**src/rtl/tl_ul_core_master_if.sv**
```systemverilog
// rtl/tl_ul_core_master_if.sv - TileLink-UL A/D channel bundle shared by master and slave
//
// Purpose : carries the TL-UL A (request) and D (response) channels.
// Modports: master_ul drives A and d_ready; slave_ul drives D and a_ready.
// Widths  : 32-bit address/data, 4-bit byte mask, 8-bit source ID.
interface tilelink;
   logic        a_valid;
   logic        a_ready;
   logic [2:0]  a_opcode;
   logic [2:0]  a_param;
   logic [1:0]  a_size;
   logic [7:0]  a_source;
   logic [31:0] a_address;
   logic [3:0]  a_mask;
   logic [31:0] a_data;
   logic        a_corrupt;

   logic        d_valid;
   logic        d_ready;
   logic [2:0]  d_opcode;
   logic [7:0]  d_source;
   logic [31:0] d_data;
   logic        d_error;

   modport master_ul (
      output a_valid, a_opcode, a_param, a_size, a_source, a_address, a_mask, a_data, a_corrupt,
      input  a_ready,
      input  d_valid, d_opcode, d_source, d_data, d_error,
      output d_ready
   );

   modport slave_ul (
      input  a_valid, a_opcode, a_param, a_size, a_source, a_address, a_mask, a_data, a_corrupt,
      output a_ready,
      output d_valid, d_opcode, d_source, d_data, d_error,
      input  d_ready
   );
endinterface

```
**src/rtl/tl_ul_core_master.sv**
```systemverilog
// rtl/tl_ul_core_master.sv - single-outstanding core-to-TileLink-UL load/store master
//
// Purpose : accepts one core load/store at a time, issues it as a TL-UL A beat,
//           waits for the matching D beat and returns a one-cycle response.
// Ports   : clk_i, reset_i (sync, active-high)
//           req_valid/req_ready/req_write/req_addr/req_size/req_wdata - core request
//           resp_valid/resp_rdata/resp_error                          - core response
//           tilelink (master_ul)                                       - TL-UL A/D channels
module tl_ul_core_master #(
   parameter logic [7:0] SOURCE_ID = 8'd0
) (
   input  logic        clk_i,
   input  logic        reset_i,
   input  logic        req_valid,
   output logic        req_ready,
   input  logic        req_write,
   input  logic [31:0] req_addr,
   input  logic [1:0]  req_size,
   input  logic [31:0] req_wdata,
   output logic        resp_valid,
   output logic [31:0] resp_rdata,
   output logic        resp_error,
   tilelink.master_ul  tilelink
);

   localparam logic [1:0] MEM_ACCESS_SIZE_BYTE = 2'd0;
   localparam logic [1:0] MEM_ACCESS_SIZE_HALF = 2'd1;

   localparam logic [2:0] OP_PUT_FULL_DATA    = 3'd0;
   localparam logic [2:0] OP_PUT_PARTIAL_DATA = 3'd1;
   localparam logic [2:0] OP_GET              = 3'd4;
   localparam logic [2:0] OP_ACCESS_ACK       = 3'd0;
   localparam logic [2:0] OP_ACCESS_ACK_DATA  = 3'd1;

   typedef enum logic [1:0] {
      IDLE   = 2'd0,
      SEND_A = 2'd1,
      WAIT_D = 2'd2,
      RESP   = 2'd3
   } state_e;

   state_e      state_q, state_d;
   logic        write_q, write_d;
   logic [31:0] addr_q, addr_d;
   logic [1:0]  size_q, size_d;
   logic [31:0] wdata_q, wdata_d;
   logic [31:0] rdata_q, rdata_d;
   logic        error_q, error_d;

   logic        misaligned;
   logic [31:0] d_shifted;
   logic [31:0] d_lane;
   logic [2:0]  d_opcode_exp;

   // Word-or-larger encodings (bit 1 set) need a 4-byte aligned address.
   assign misaligned = ((req_size == MEM_ACCESS_SIZE_HALF) && req_addr[0]) ||
                       (req_size[1] && (req_addr[1:0] != 2'b00));

   // Load data arrives on its natural byte lanes; bring it down to bit 0 and trim.
   assign d_shifted = tilelink.d_data >> {addr_q[1:0], 3'b000};

   always_comb begin
      d_lane = d_shifted;
      case (size_q)
         MEM_ACCESS_SIZE_BYTE: d_lane = {24'h0, d_shifted[7:0]};
         MEM_ACCESS_SIZE_HALF: d_lane = {16'h0, d_shifted[15:0]};
         default:              d_lane = d_shifted;
      endcase
   end

   assign d_opcode_exp = write_q ? OP_ACCESS_ACK : OP_ACCESS_ACK_DATA;

   always_comb begin
      state_d = state_q;
      write_d = write_q;
      addr_d  = addr_q;
      size_d  = size_q;
      wdata_d = wdata_q;
      rdata_d = rdata_q;
      error_d = error_q;
      case (state_q)
         IDLE: begin
            if (req_valid) begin
               write_d = req_write;
               addr_d  = req_addr;
               size_d  = req_size;
               wdata_d = req_wdata;
               rdata_d = 32'h0;
               // A misaligned request never reaches the bus; it is answered locally.
               error_d = misaligned;
               state_d = misaligned ? RESP : SEND_A;
            end
         end
         SEND_A: begin
            if (tilelink.a_ready) state_d = WAIT_D;
         end
         WAIT_D: begin
            if (tilelink.d_valid) begin
               rdata_d = write_q ? 32'h0 : d_lane;
               error_d = tilelink.d_error ||
                         (tilelink.d_source != SOURCE_ID) ||
                         (tilelink.d_opcode != d_opcode_exp);
               state_d = RESP;
            end
         end
         RESP: begin
            state_d = IDLE;
         end
         default: begin
            state_d = IDLE;
         end
      endcase
   end

   always_ff @(posedge clk_i) begin
      if (reset_i) begin
         state_q <= IDLE;
         write_q <= 1'b0;
         addr_q  <= 32'h0;
         size_q  <= 2'd0;
         wdata_q <= 32'h0;
         rdata_q <= 32'h0;
         error_q <= 1'b0;
      end else begin
         state_q <= state_d;
         write_q <= write_d;
         addr_q  <= addr_d;
         size_q  <= size_d;
         wdata_q <= wdata_d;
         rdata_q <= rdata_d;
         error_q <= error_d;
      end
   end

   assign req_ready  = (state_q == IDLE);
   assign resp_valid = (state_q == RESP);
   assign resp_error = (state_q == RESP) && error_q;
   assign resp_rdata = rdata_q;

   // A fields come only from captured registers, so they stay stable under backpressure.
   assign tilelink.a_valid   = (state_q == SEND_A);
   assign tilelink.a_opcode  = !write_q ? OP_GET :
                               (size_q[1] ? OP_PUT_FULL_DATA : OP_PUT_PARTIAL_DATA);
   assign tilelink.a_param   = 3'd0;
   assign tilelink.a_size    = size_q;
   assign tilelink.a_source  = SOURCE_ID;
   assign tilelink.a_address = addr_q;
   assign tilelink.a_corrupt = 1'b0;

   always_comb begin
      tilelink.a_mask = 4'b1111;
      tilelink.a_data = wdata_q;
      case (size_q)
         MEM_ACCESS_SIZE_BYTE: begin
            tilelink.a_mask = 4'b0001 << addr_q[1:0];
            tilelink.a_data = {4{wdata_q[7:0]}};
         end
         MEM_ACCESS_SIZE_HALF: begin
            tilelink.a_mask = 4'b0011 << {addr_q[1], 1'b0};
            tilelink.a_data = {2{wdata_q[15:0]}};
         end
         default: begin
            tilelink.a_mask = 4'b1111;
            tilelink.a_data = wdata_q;
         end
      endcase
   end

   assign tilelink.d_ready = (state_q == WAIT_D);

endmodule

```
**src/flat_wrapper.sv**
```systemverilog
// flat-port wrapper written by rule: the top's interface ports become plain ports
module tl_ul_core_master_flat 
#(
   parameter logic [7:0] SOURCE_ID = 8'd0
)
  (clk_i, reset_i, req_valid, req_ready, req_write, req_addr, req_size, req_wdata, resp_valid, resp_rdata, resp_error, tilelink_a_valid, tilelink_a_opcode, tilelink_a_param, tilelink_a_size, tilelink_a_source, tilelink_a_address, tilelink_a_mask, tilelink_a_data, tilelink_a_corrupt, tilelink_a_ready, tilelink_d_valid, tilelink_d_opcode, tilelink_d_source, tilelink_d_data, tilelink_d_error, tilelink_d_ready);
  tilelink tilelink_i ();
  input  logic clk_i;
  input  logic reset_i;
  input  logic req_valid;
  output logic req_ready;
  input  logic req_write;
  input  logic [31:0] req_addr;
  input  logic [1:0] req_size;
  input  logic [31:0] req_wdata;
  output logic resp_valid;
  output logic [31:0] resp_rdata;
  output logic resp_error;
  output wire logic [$bits(tilelink_i.a_valid)-1:0] tilelink_a_valid;
  output wire logic [$bits(tilelink_i.a_opcode)-1:0] tilelink_a_opcode;
  output wire logic [$bits(tilelink_i.a_param)-1:0] tilelink_a_param;
  output wire logic [$bits(tilelink_i.a_size)-1:0] tilelink_a_size;
  output wire logic [$bits(tilelink_i.a_source)-1:0] tilelink_a_source;
  output wire logic [$bits(tilelink_i.a_address)-1:0] tilelink_a_address;
  output wire logic [$bits(tilelink_i.a_mask)-1:0] tilelink_a_mask;
  output wire logic [$bits(tilelink_i.a_data)-1:0] tilelink_a_data;
  output wire logic [$bits(tilelink_i.a_corrupt)-1:0] tilelink_a_corrupt;
  input wire logic [$bits(tilelink_i.a_ready)-1:0] tilelink_a_ready;
  input wire logic [$bits(tilelink_i.d_valid)-1:0] tilelink_d_valid;
  input wire logic [$bits(tilelink_i.d_opcode)-1:0] tilelink_d_opcode;
  input wire logic [$bits(tilelink_i.d_source)-1:0] tilelink_d_source;
  input wire logic [$bits(tilelink_i.d_data)-1:0] tilelink_d_data;
  input wire logic [$bits(tilelink_i.d_error)-1:0] tilelink_d_error;
  output wire logic [$bits(tilelink_i.d_ready)-1:0] tilelink_d_ready;
  assign tilelink_a_valid = tilelink_i.a_valid;
  assign tilelink_a_opcode = tilelink_i.a_opcode;
  assign tilelink_a_param = tilelink_i.a_param;
  assign tilelink_a_size = tilelink_i.a_size;
  assign tilelink_a_source = tilelink_i.a_source;
  assign tilelink_a_address = tilelink_i.a_address;
  assign tilelink_a_mask = tilelink_i.a_mask;
  assign tilelink_a_data = tilelink_i.a_data;
  assign tilelink_a_corrupt = tilelink_i.a_corrupt;
  assign tilelink_i.a_ready = tilelink_a_ready;
  assign tilelink_i.d_valid = tilelink_d_valid;
  assign tilelink_i.d_opcode = tilelink_d_opcode;
  assign tilelink_i.d_source = tilelink_d_source;
  assign tilelink_i.d_data = tilelink_d_data;
  assign tilelink_i.d_error = tilelink_d_error;
  assign tilelink_d_ready = tilelink_i.d_ready;
  tl_ul_core_master #(.SOURCE_ID(SOURCE_ID)) u_core (.clk_i(clk_i), .reset_i(reset_i), .req_valid(req_valid), .req_ready(req_ready), .req_write(req_write), .req_addr(req_addr), .req_size(req_size), .req_wdata(req_wdata), .resp_valid(resp_valid), .resp_rdata(resp_rdata), .resp_error(resp_error), .tilelink(tilelink_i));
endmodule
```
**config.mk**
```make
export PLATFORM = sky130hd
export DESIGN_NAME = tl_ul_core_master_flat
export DESIGN_NICKNAME = d
export VERILOG_FILES = /design/src/rtl/tl_ul_core_master_if.sv /design/src/rtl/tl_ul_core_master.sv /design/src/flat_wrapper.sv
export SDC_FILE = /design/constraint.sdc
export NUM_CORES = 1
export LEC_CHECK = 0
export CAP_MARGIN = 20
export CORE_ASPECT_RATIO = 0.7
export CORE_MARGIN = 1
export CORE_UTILIZATION = 40
export CTS_BUF_LIST = sky130_fd_sc_hd__clkbuf_4 sky130_fd_sc_hd__clkbuf_8 sky130_fd_sc_hd__clkbuf_16
export CTS_CLUSTER_DIAMETER = 30
export DETAILED_ROUTE_END_ITERATION = 8
export GPL_ROUTABILITY_DRIVEN = 0
export GPL_TIMING_DRIVEN = 0
export PLACE_DENSITY = 0.8
export SYNTH_ARGS = -nofsm -noshare
export SYNTH_HDL_FRONTEND = slang
export SYNTH_SLANG_ARGS = --single-unit
```
**constraint.sdc**
```tcl
create_clock -name clk_i -period 2.1 [get_ports clk_i]
set_input_delay 0.21 -clock clk_i [delete_from_list [all_inputs] [get_ports clk_i]]
set_output_delay 0.21 -clock clk_i [all_outputs]
set_load 0.03 [all_outputs]
```
**Yosys cells after proc, flatten, opt, wreduce, memory -nomap -nowiden**

Cells that the tools add are included.

- Equal/unequal tests: 9
- Shift operators: 3
- Muxes and demuxes: 18
- Reductions and logical operators: 14

Operators by type and width:

| cell | number |
|---|---|
| $pmux W32 S2 | 3 |
| $mux W32 | 3 |
| $shr A32 B5 Y32 | 1 |
| $mux W2 | 4 |
| $pmux W2 S4 | 1 |
| $pmux W4 S2 | 1 |
| $reduce_bool A8 Y1 | 1 |
| $eq A2 B1 Y1 const B | 3 |
| $reduce_and A3 Y1 | 2 |
| $eq A2 B2 Y1 const B | 2 |
| $logic_not A2 Y1 | 2 |
| $mux W1 | 4 |
| $ne A2 B2 Y1 const B | 2 |
| $reduce_bool A2 Y1 | 2 |
| $shl A1 B2 Y4 const A | 1 |
| $shl A2 B2 Y4 const A | 1 |
| $logic_and A1 B1 Y1 | 3 |
| $logic_or A1 B1 Y1 | 3 |
| $mux W3 | 1 |
| $ne A3 B3 Y1 | 1 |
| $ne A2 B1 Y1 const B | 1 |
| $pmux W1 S2 | 1 |
| $reduce_and A2 Y1 | 1 |

- Flip-flop bits (word level): 102
- Bits of input ports: 116
- Output and inout port bits: 122
- Word-level logic and storage cells: 51

**Logic depth before layout (Yosys ltp)**

Gate-level depths: netlist (run 1).

- Depth after elaboration: 6
- Mapped depth: 8
- Mapped depth without buffers: 6

**Least setup slack after synthesis (run 1)**

Ideal clock, no wire load.

- Kind: reg2out
- From: register u_core.addr_q[0], in the netlist u_core.tilelink.a_address[0]
- To: output port tilelink_a_mask[1]
- Data arrival time: 1692 ps
- Setup slack: 198 ps
- Stages on the path, launching flop included: 6
- Buffers on the path: 3
- Cell sequence: dfxtp_1 buf_2 buf_4 buf_2 nor2_1 o21bai_1

- Word-level cells in the longest chain between the ends: 2

Ends and longest elaborated chain:

| what | line | source |
|---|---|---|
| start: declaration | tl_ul_core_master.sv:44 | `logic [31:0] addr_q, addr_d;` |
| start signal: assignment | tl_ul_core_master.sv:127 | `addr_q <= addr_d;` |
| $shl A1 B2 Y4 | tl_ul_core_master.sv:155 | `tilelink.a_mask = 4'b0001 << addr_q[1:0];` |
| $pmux W4 S2 | tl_ul_core_master.sv:153 | `case (size_q)` |
| end: declaration | flat_wrapper.sv:25 | `output wire logic [$bits(tilelink_i.a_mask)-1:0] tilelink_a_mask;` |

No other way between the ends.

**Worst setup path in the final report (run 1)**

- From: register u_core.size_q[0], in the netlist u_core.tilelink.a_size[0]
- To: output port tilelink_a_data[31]

- Word-level cells in the longest chain between the ends: 2

Ends and longest elaborated chain:

| what | line | source |
|---|---|---|
| start: declaration | tl_ul_core_master.sv:45 | `logic [1:0] size_q, size_d;` |
| start signal: assignment | tl_ul_core_master.sv:128 | `size_q <= size_d;` |
| $eq A2 B1 Y1 or $logic_not A2 Y1 (tied branches) | tl_ul_core_master.sv:153 |  |
| $pmux W32 S2 * | tl_ul_core_master.sv:153 |  |
| end: declaration | flat_wrapper.sv:26 | `output wire logic [$bits(tilelink_i.a_data)-1:0] tilelink_a_data;` |

Mark *: on every way between the ends. The rest lies on a longest branch, timed or not.

==> impl_metrics.yaml, run 1 <==
synth:
  avgSynthCellArea_um2: 8.15
  synth_top_area_share_pct: 43.4
  ys_async_sr_fraction_pct: 0
  netlist_instances: 578
  synth_top_flop_cell: "dfxtp_1"
  netlist_top_cells_area: "dfxtp_1, nand2_1, a21oi_1, mux2_2, mux2i_1"
  synthesis.area_um2: 4710
  synth_warnings: 0
  yosysSeqAreaShare_pct: 43.4
  synthTopCellsByCount: "nand2_1, dfxtp_1, a21oi_1"
  synth_top_area_cell: "dfxtp_1"
  synth-edff-count: 0
  synthMostInstantiatedCell: "nand2_1"
  ys_seq_elements: 102
  ys_types: 36
drt:
  drt_iter0_drc: 232
  drc: 0
  drtPass1Iterations: 4
  vias_per_cell: 5.04
  totalWireLength_um: 15900
  antenna_left: 0
  drt-wirelength-per-cell_um: 16.2
  dr_total_vias: 4952
sta:
  rsz0062_at_grt: "false"
  timing.slew.headroom_pct: 59.0
  min_period_ns: 2.02
  final_hold_viol_count: 0
  setup_viol: 0
  fin_ws_ns: 0.0756
  finClkSkew_ns: 0.00587
  worst_pin_slew_ns: 0.615
  post-route-period-util_pct: 96.4
  maxSlewViolCount: 0
  fmax_mhz: 494
placed_design:
  post-dp-hpwl_um: 12700
  dp_worst_setup_slack_ns: -0.202
  placement.io_buffers: 223
finish:
  diodes: 0
  syn2layout_area_growth_pct: 59.4
  final_core_util_pct: 66.7
  layout-drive-gt1-share_pct: 11.4
  final_nets: 946
die:
  die_area_um2: 12200
  die_x_um: 132
  core_area_um2: 11300
  die_h_um: 92.8
  num_rows: 32
  num_io_pins: 238
  initial_utilization_pct: 41.8
worst_setup_path:
  critPathSlowestCell: "dlygate4sd2_1"
  reg2reg_depth: 7
  rr_endpoint: "u_core.resp_rdata[20]"
  path_buf_inv: 2
  path_class: "reg -> out"
  startpoint_type: "register"
  cp_cell_sequence: "buf_4 -> mux2i_1 -> o21ai_0 -> dlygate4sd2_1"
  cp-end-kind: "output port"
  critical_path.top_delay_family: "buffers and inverters"
  cp_max_fo: 10
  worst-path-stages: 4
  cpPeakStageDelay_ns: 0.44
  arrival_ns: 1.81
  critPathCapture: "tilelink_a_data[31]"
  rr_startpoint: "u_core.state_q[0]"
  critPathLaunch: "u_core.tilelink.a_size[0]"
  crit_required_ns: 1.89
  rrSetupSlack_ns: 0.13
power:
  combinationalPowerShare_pct: 44.1
  finalPower_mw: 7.58
  power.share.clock_pct: 23.9
  intPower_mw: 4.68
  peakVddDrop_mv: 0.668
  p_per_area_nw_per_um2: 1010
  p_sw_mw: 2.90
  share_seq_of_total_power_pct: 32.0
  p_leak_nw: 2.95
  p_sw_share_pct: 38.3
clock_network:
  clk_path_buf_depth: 2
  cts_tree: "yes"
  cts_sinks: 102
  cts-buffers-inserted: 9
  clk_latency_ns: 0.34
  clk_pin_slew_worst_paths_ns: 0.06
  h-tree-depth: 3
  postCtsHoldBufs: 0
  root_buffer: "clkbuf_16"
grt:
  grtUsageTotal_pct: 25.9
  grt_max_degree: 20
  grt_pass1_wl_um: 24800
  grt_antenna_before_repair: 0
  overflow: 0
  grt_pass1_vias: 4864
flow_run:
  drv_cap: 0
min_path:
  hold_path.class: "in -> reg"
status:
  outcome: "complete, no violations"
==> power groups by stage <==
stage / sequential, mW / combinational (mW) / clock (mW)
4_1_cts: 2.42 / 3.35 / 1.85
2_1_floorplan: 2.70 / 1.83 / 0
3_3_place_gp: 2.44 / 3.32 / 0
3_5_place_dp: 2.46 / 3.39 / 0
6_report: 2.43 / 3.34 / 1.81
5_1_grt: 2.46 / 3.57 / 1.93
==> layer usage <==
layer  global-route usage (%)  up-vias  wire length (µm)  share of wire, %
met2                     43.1      218              7560                47
met5                        0        -                 0                 0
li1                         -     2402                 -                 -
met1                     32.3     2300              6790                43
met3                     7.12       32              1200               7.5
met4                     8.24        0               382               2.4
==> layout by cell type (no fill, tap or decap), types with 3 or more instances in the layout <==
cell and instances:
nor2b_1 4, a21oi_1 84, nand2b_1 4, nor2_1 5, nand2_1 175, clkbuf_1 16, clkbuf_16 9, dlygate4sd2_1 25
buf_6 5, clkbuf_2 3, ha_1 4, buf_2 12, clkdlybuf4s50_1 194, buf_4 31, o21ai_0 25, mux2i_1 25
dfxtp_1 102, a22o_1 16, inv_1 4, conb_1 13, mux2_2 24, nand3_1 18
==> how the worst min path moves through the flow <==
stage / from / end / slack [ns] / cells past startpoint
3_5_place_dp: u_core.tilelink.a_address[19] / u_core.tilelink.a_address[19] / 0.45 / 2
5_1_grt: reset_i / u_core.resp_rdata[0] / 0.38 / 3
3_3_place_gp: u_core.resp_rdata[16] / u_core.resp_rdata[16] / 0.44 / 2
2_1_floorplan: req_wdata[16] / u_core.wdata_q[16] / 0.35 / 2
4_1_cts: reset_i / u_core.resp_rdata[0] / 0.36 / 3
6_report: reset_i / u_core.resp_rdata[2] / 0.37 / 3
==> cells by family after synthesis <==
| logic type | count (synthesis) | synth area share (%) |
|---|---|---|
| compound gates | 132 | 15.7 |
| xor+xnor | 1 | 0.186 |
| fa+ha+maj | 4 | 1.06 |
| buf+inv | 69 | 8.50 |
| flops | 102 | 43.4 |
| mux | 49 | 11.1 |
| other cells | 1 | 0.0796 |
| simple gates | 220 | 20.1 |
==> tightest hold or removal path, cell delays in order <==
cell and delay, ns:
buf_4 0.16, nor2_8 0.07, a22o_1 0.21
==> sequential cells by signal, indices dropped and copies added, names as in the netlist <==
register and cells:
u_core.tilelink.a_size 2, u_core.state_q 2, u_core.tilelink.a_address 32, u_core.wdata_q 32, u_core.resp_rdata 32, u_core.error_q 1
u_core.write_q 1
==> area by class of cell <==
| class | instances | area, µm² |
|---|---|---|
| inverter | 4 | 15.0 |
| multi-input combinational | 419 | 2320 |
| clock inverter | 3 | 67.6 |
| buffer | 64 | 399 |
| clock buffer | 12 | 260 |
| tap | 153 | 191 |
| timing repair buffer | 226 | 2210 |
| sequential | 102 | 2040 |
| fill | 922 | 3740 |
==> per-stage QoR <==
| step | hold WS (ns) | setup TNS (ns) | cells | instance area [µm²] |
|---|---|---|---|---|
| floorplan | 0.346 | 0 | 590 | 4750 |
| global placement | 0.439 | -0.412 | 966 | 7180 |
| detailed placement | 0.446 | -1.04 | 966 | 7180 |
| CTS | 0.356 | -0.0391 | 983 | 7510 |
| global route | 0.376 | 0 | 983 | 7510 |
| finish | 0.365 | 0 | 983 | 7510 |
==> what timing repair did <==
action                                  CTS  global route
buffers inserted                          3             0
gates resized for setup                  41             5
endpoints found under the setup margin   28             3
Power figures use the tool's default switching activity.
==> run 2: changes to the inputs <==
--- a/config.mk
+++ b/config.mk
@@ -8,13 +8,14 @@
 export CAP_MARGIN = 20
 export CORE_ASPECT_RATIO = 0.7
 export CORE_MARGIN = 1
-export CORE_UTILIZATION = 40
-export CTS_BUF_LIST = sky130_fd_sc_hd__clkbuf_4 sky130_fd_sc_hd__clkbuf_8 sky130_fd_sc_hd__clkbuf_16
+export CORE_UTILIZATION = 41
+export CTS_BUF_LIST = sky130_fd_sc_hd__clkbuf_4
 export CTS_CLUSTER_DIAMETER = 30
+export CTS_CLUSTER_SIZE = 20
 export DETAILED_ROUTE_END_ITERATION = 8
 export GPL_ROUTABILITY_DRIVEN = 0
 export GPL_TIMING_DRIVEN = 0
-export PLACE_DENSITY = 0.8
+export PLACE_DENSITY = 0.82
 export SYNTH_ARGS = -nofsm -noshare
 export SYNTH_HDL_FRONTEND = slang
 export SYNTH_SLANG_ARGS = --single-unit
==> run 2 against run 1 <==
Power is 11% lower. Final cell count decreased by 0.20%. Die area is 2.4% lower. Worst setup slack improved by 0.039 ns. Clock power decreased by 46%. Hold slack worse by 0.11 ns. Non-clock buffer count is 1 lower. Sequential power barely moved. Fmax up 1.9%. Global-route usage grew 0.35 points.
==> impl_metrics.yaml, run 2 (same netlist as run 1, synthesis figures left out) <==
grt:
  overflow: 0
  grt_max_degree: 20
  grt_pass1_vias: 4748
  grtUsageTotal_pct: 26.2
  grt_pass1_wl_um: 23800
  grt_antenna_before_repair: 0
finish:
  layout-drive-gt1-share_pct: 12.2
  fin_cells: 981
  layout_commonest_cell: "clkdlybuf4s50_1"
  fill_cells: 939
  fin_area_um2: 7340
  multi_input_area_um2: 2320
  final_cell_mix: "clkdlybuf4s50_1, nand2_1, dfxtp_1, a21oi_1, buf_4"
  final_nets: 945
  register_area_um2: 2050
  syn2layout_area_growth_pct: 55.8
  diodes: 0
drt:
  drtPass1Iterations: 4
  totalWireLength_um: 15700
  antenna_left: 0
  dr_total_vias: 4918
  vias_per_cell: 5.01
  drc: 0
  drt_iter0_drc: 190
  drt-wirelength-per-cell_um: 16.0
die:
  initial_utilization_pct: 42.5
  num_rows: 32
  num_io_pins: 238
  die_area_um2: 11900
  die_h_um: 91.7
  die_x_um: 130
  core_area_um2: 11100
worst_setup_path:
  cp_max_fo: 9
  rr_endpoint: "u_core.wdata_q[4]"
  startpoint_type: "register"
  rrSetupSlack_ns: 0.18
  path_class: "reg -> out"
  reg2reg_depth: 7
  critPathLaunch: "u_core.tilelink.a_size[0]"
  crit_required_ns: 1.89
  cp-end-kind: "output port"
  critPathCapture: "tilelink_a_data[15]"
  rr_startpoint: "u_core.state_q[0]"
  arrival_ns: 1.78
sta:
  finClkSkew_ns: 0.0230
  rsz0062_at_grt: "false"
  fmax_mhz: 504
  post-route-period-util_pct: 94.6
  final_hold_viol_count: 0
  maxSlewViolCount: 0
  worst_pin_slew_ns: 0.599
  min_period_ns: 1.99
  timing.slew.headroom_pct: 60.1
  setup_viol: 0
min_path:
  hold_start: "reset_i"
  hold_path.class: "in -> reg"
power:
  finalPower_mw: 6.78
  p_leak_nw: 2.87
  peakVddDrop_mv: 0.514
  p_per_area_nw_per_um2: 924
flow_run:
  drv_cap: 0
status:
  outcome: "complete, no violations"
placed_design:
  placement.io_buffers: 223
  dpl_cell_area_um2: 7180
  post-dp-hpwl_um: 12400
  place_inst: 966
clock_network:
  root_buffer: "clkbuf_4"
  clk_latency_ns: 0.44
  cts_sinks: 102
  cts_tree: "yes"
  clk_pin_slew_worst_paths_ns: 0.15
  clk_path_buf_depth: 2
  h-tree-depth: 3
  cts-buffers-inserted: 9
[run 2: how the worst min path moves through the flow]
stage	endpoint	slack, ns	cells after the start
finish	u_core.resp_rdata[1]	0.25	3
floorplan	u_core.wdata_q[16]	0.35	2
detailed placement	u_core.resp_rdata[24]	0.45	2
global placement	u_core.wdata_q[19]	0.44	2
global route	u_core.resp_rdata[5]	0.22	3
CTS	u_core.resp_rdata[5]	0.22	3
[run 2: cell type report]
class | instances | area share [%]
multi-input combinational | 419 | 31.6
timing repair buffer | 225 | 30.4
sequential | 102 | 27.9
buffer | 64 | 5.66
tap | 153 | 2.61
clock buffer | 10 | 1.02
clock inverter | 4 | 0.682
inverter | 4 | 0.205
[run 2: metal layers]
layer,routed length [µm],track usage (%)
met5,0,0
met3,1370,8.46
met2,7160,42.6
met4,310,7.75
met1,6820,32.9
[run 2: worst max-delay path, cell delays in order, from the launching register on]
cell	delay (ns)
dfxtp_2	0.38
nor2_4	0.13
buf_12	0.14
mux2_2	0.35
dlygate4sd2_1	0.36
[run 2: timing repair]
action,CTS,global route
setup endpoints to repair,31,20
resized for setup,58,11
pin swaps,1,0
hold buffers,0,0
gates cloned,0,0
setup buffers,2,0
[run 2: where the power goes]
group | leakage (nW) | internal, mW | switching, mW
Combinational | 1.97 | 1.35 | 2.00
Clock | 0.0643 | 0.363 | 0.622
Sequential | 0.833 | 2.22 | 0.212
[run 2: per-stage QoR]
stage / utilization [%] / hold WS (ns) / worst slack, ns / setup TNS (ns)
after floorplan: - / 0.346 / 0.198 / 0
after global placement: 64.7 / 0.441 / -0.120 / -0.665
after global routing: 66.1 / 0.220 / 0.00985 / 0
final: 66.1 / 0.251 / 0.114 / 0
after detailed placement: 64.7 / 0.449 / -0.150 / -0.906
after CTS: 66.0 / 0.217 / 0.00716 / 0
==> run 3: changes to the inputs <==
--- a/config.mk
+++ b/config.mk
@@ -15,6 +15,7 @@
 export DETAILED_ROUTE_END_ITERATION = 8
 export GPL_ROUTABILITY_DRIVEN = 0
 export GPL_TIMING_DRIVEN = 0
+export HOLD_SLACK_MARGIN = 0.12
 export PLACE_DENSITY = 0.82
 export SYNTH_ARGS = -nofsm -noshare
 export SYNTH_HDL_FRONTEND = slang
==> results of run 3 <==
The final DEF is identical to that of run 2; final timing and power are the same.
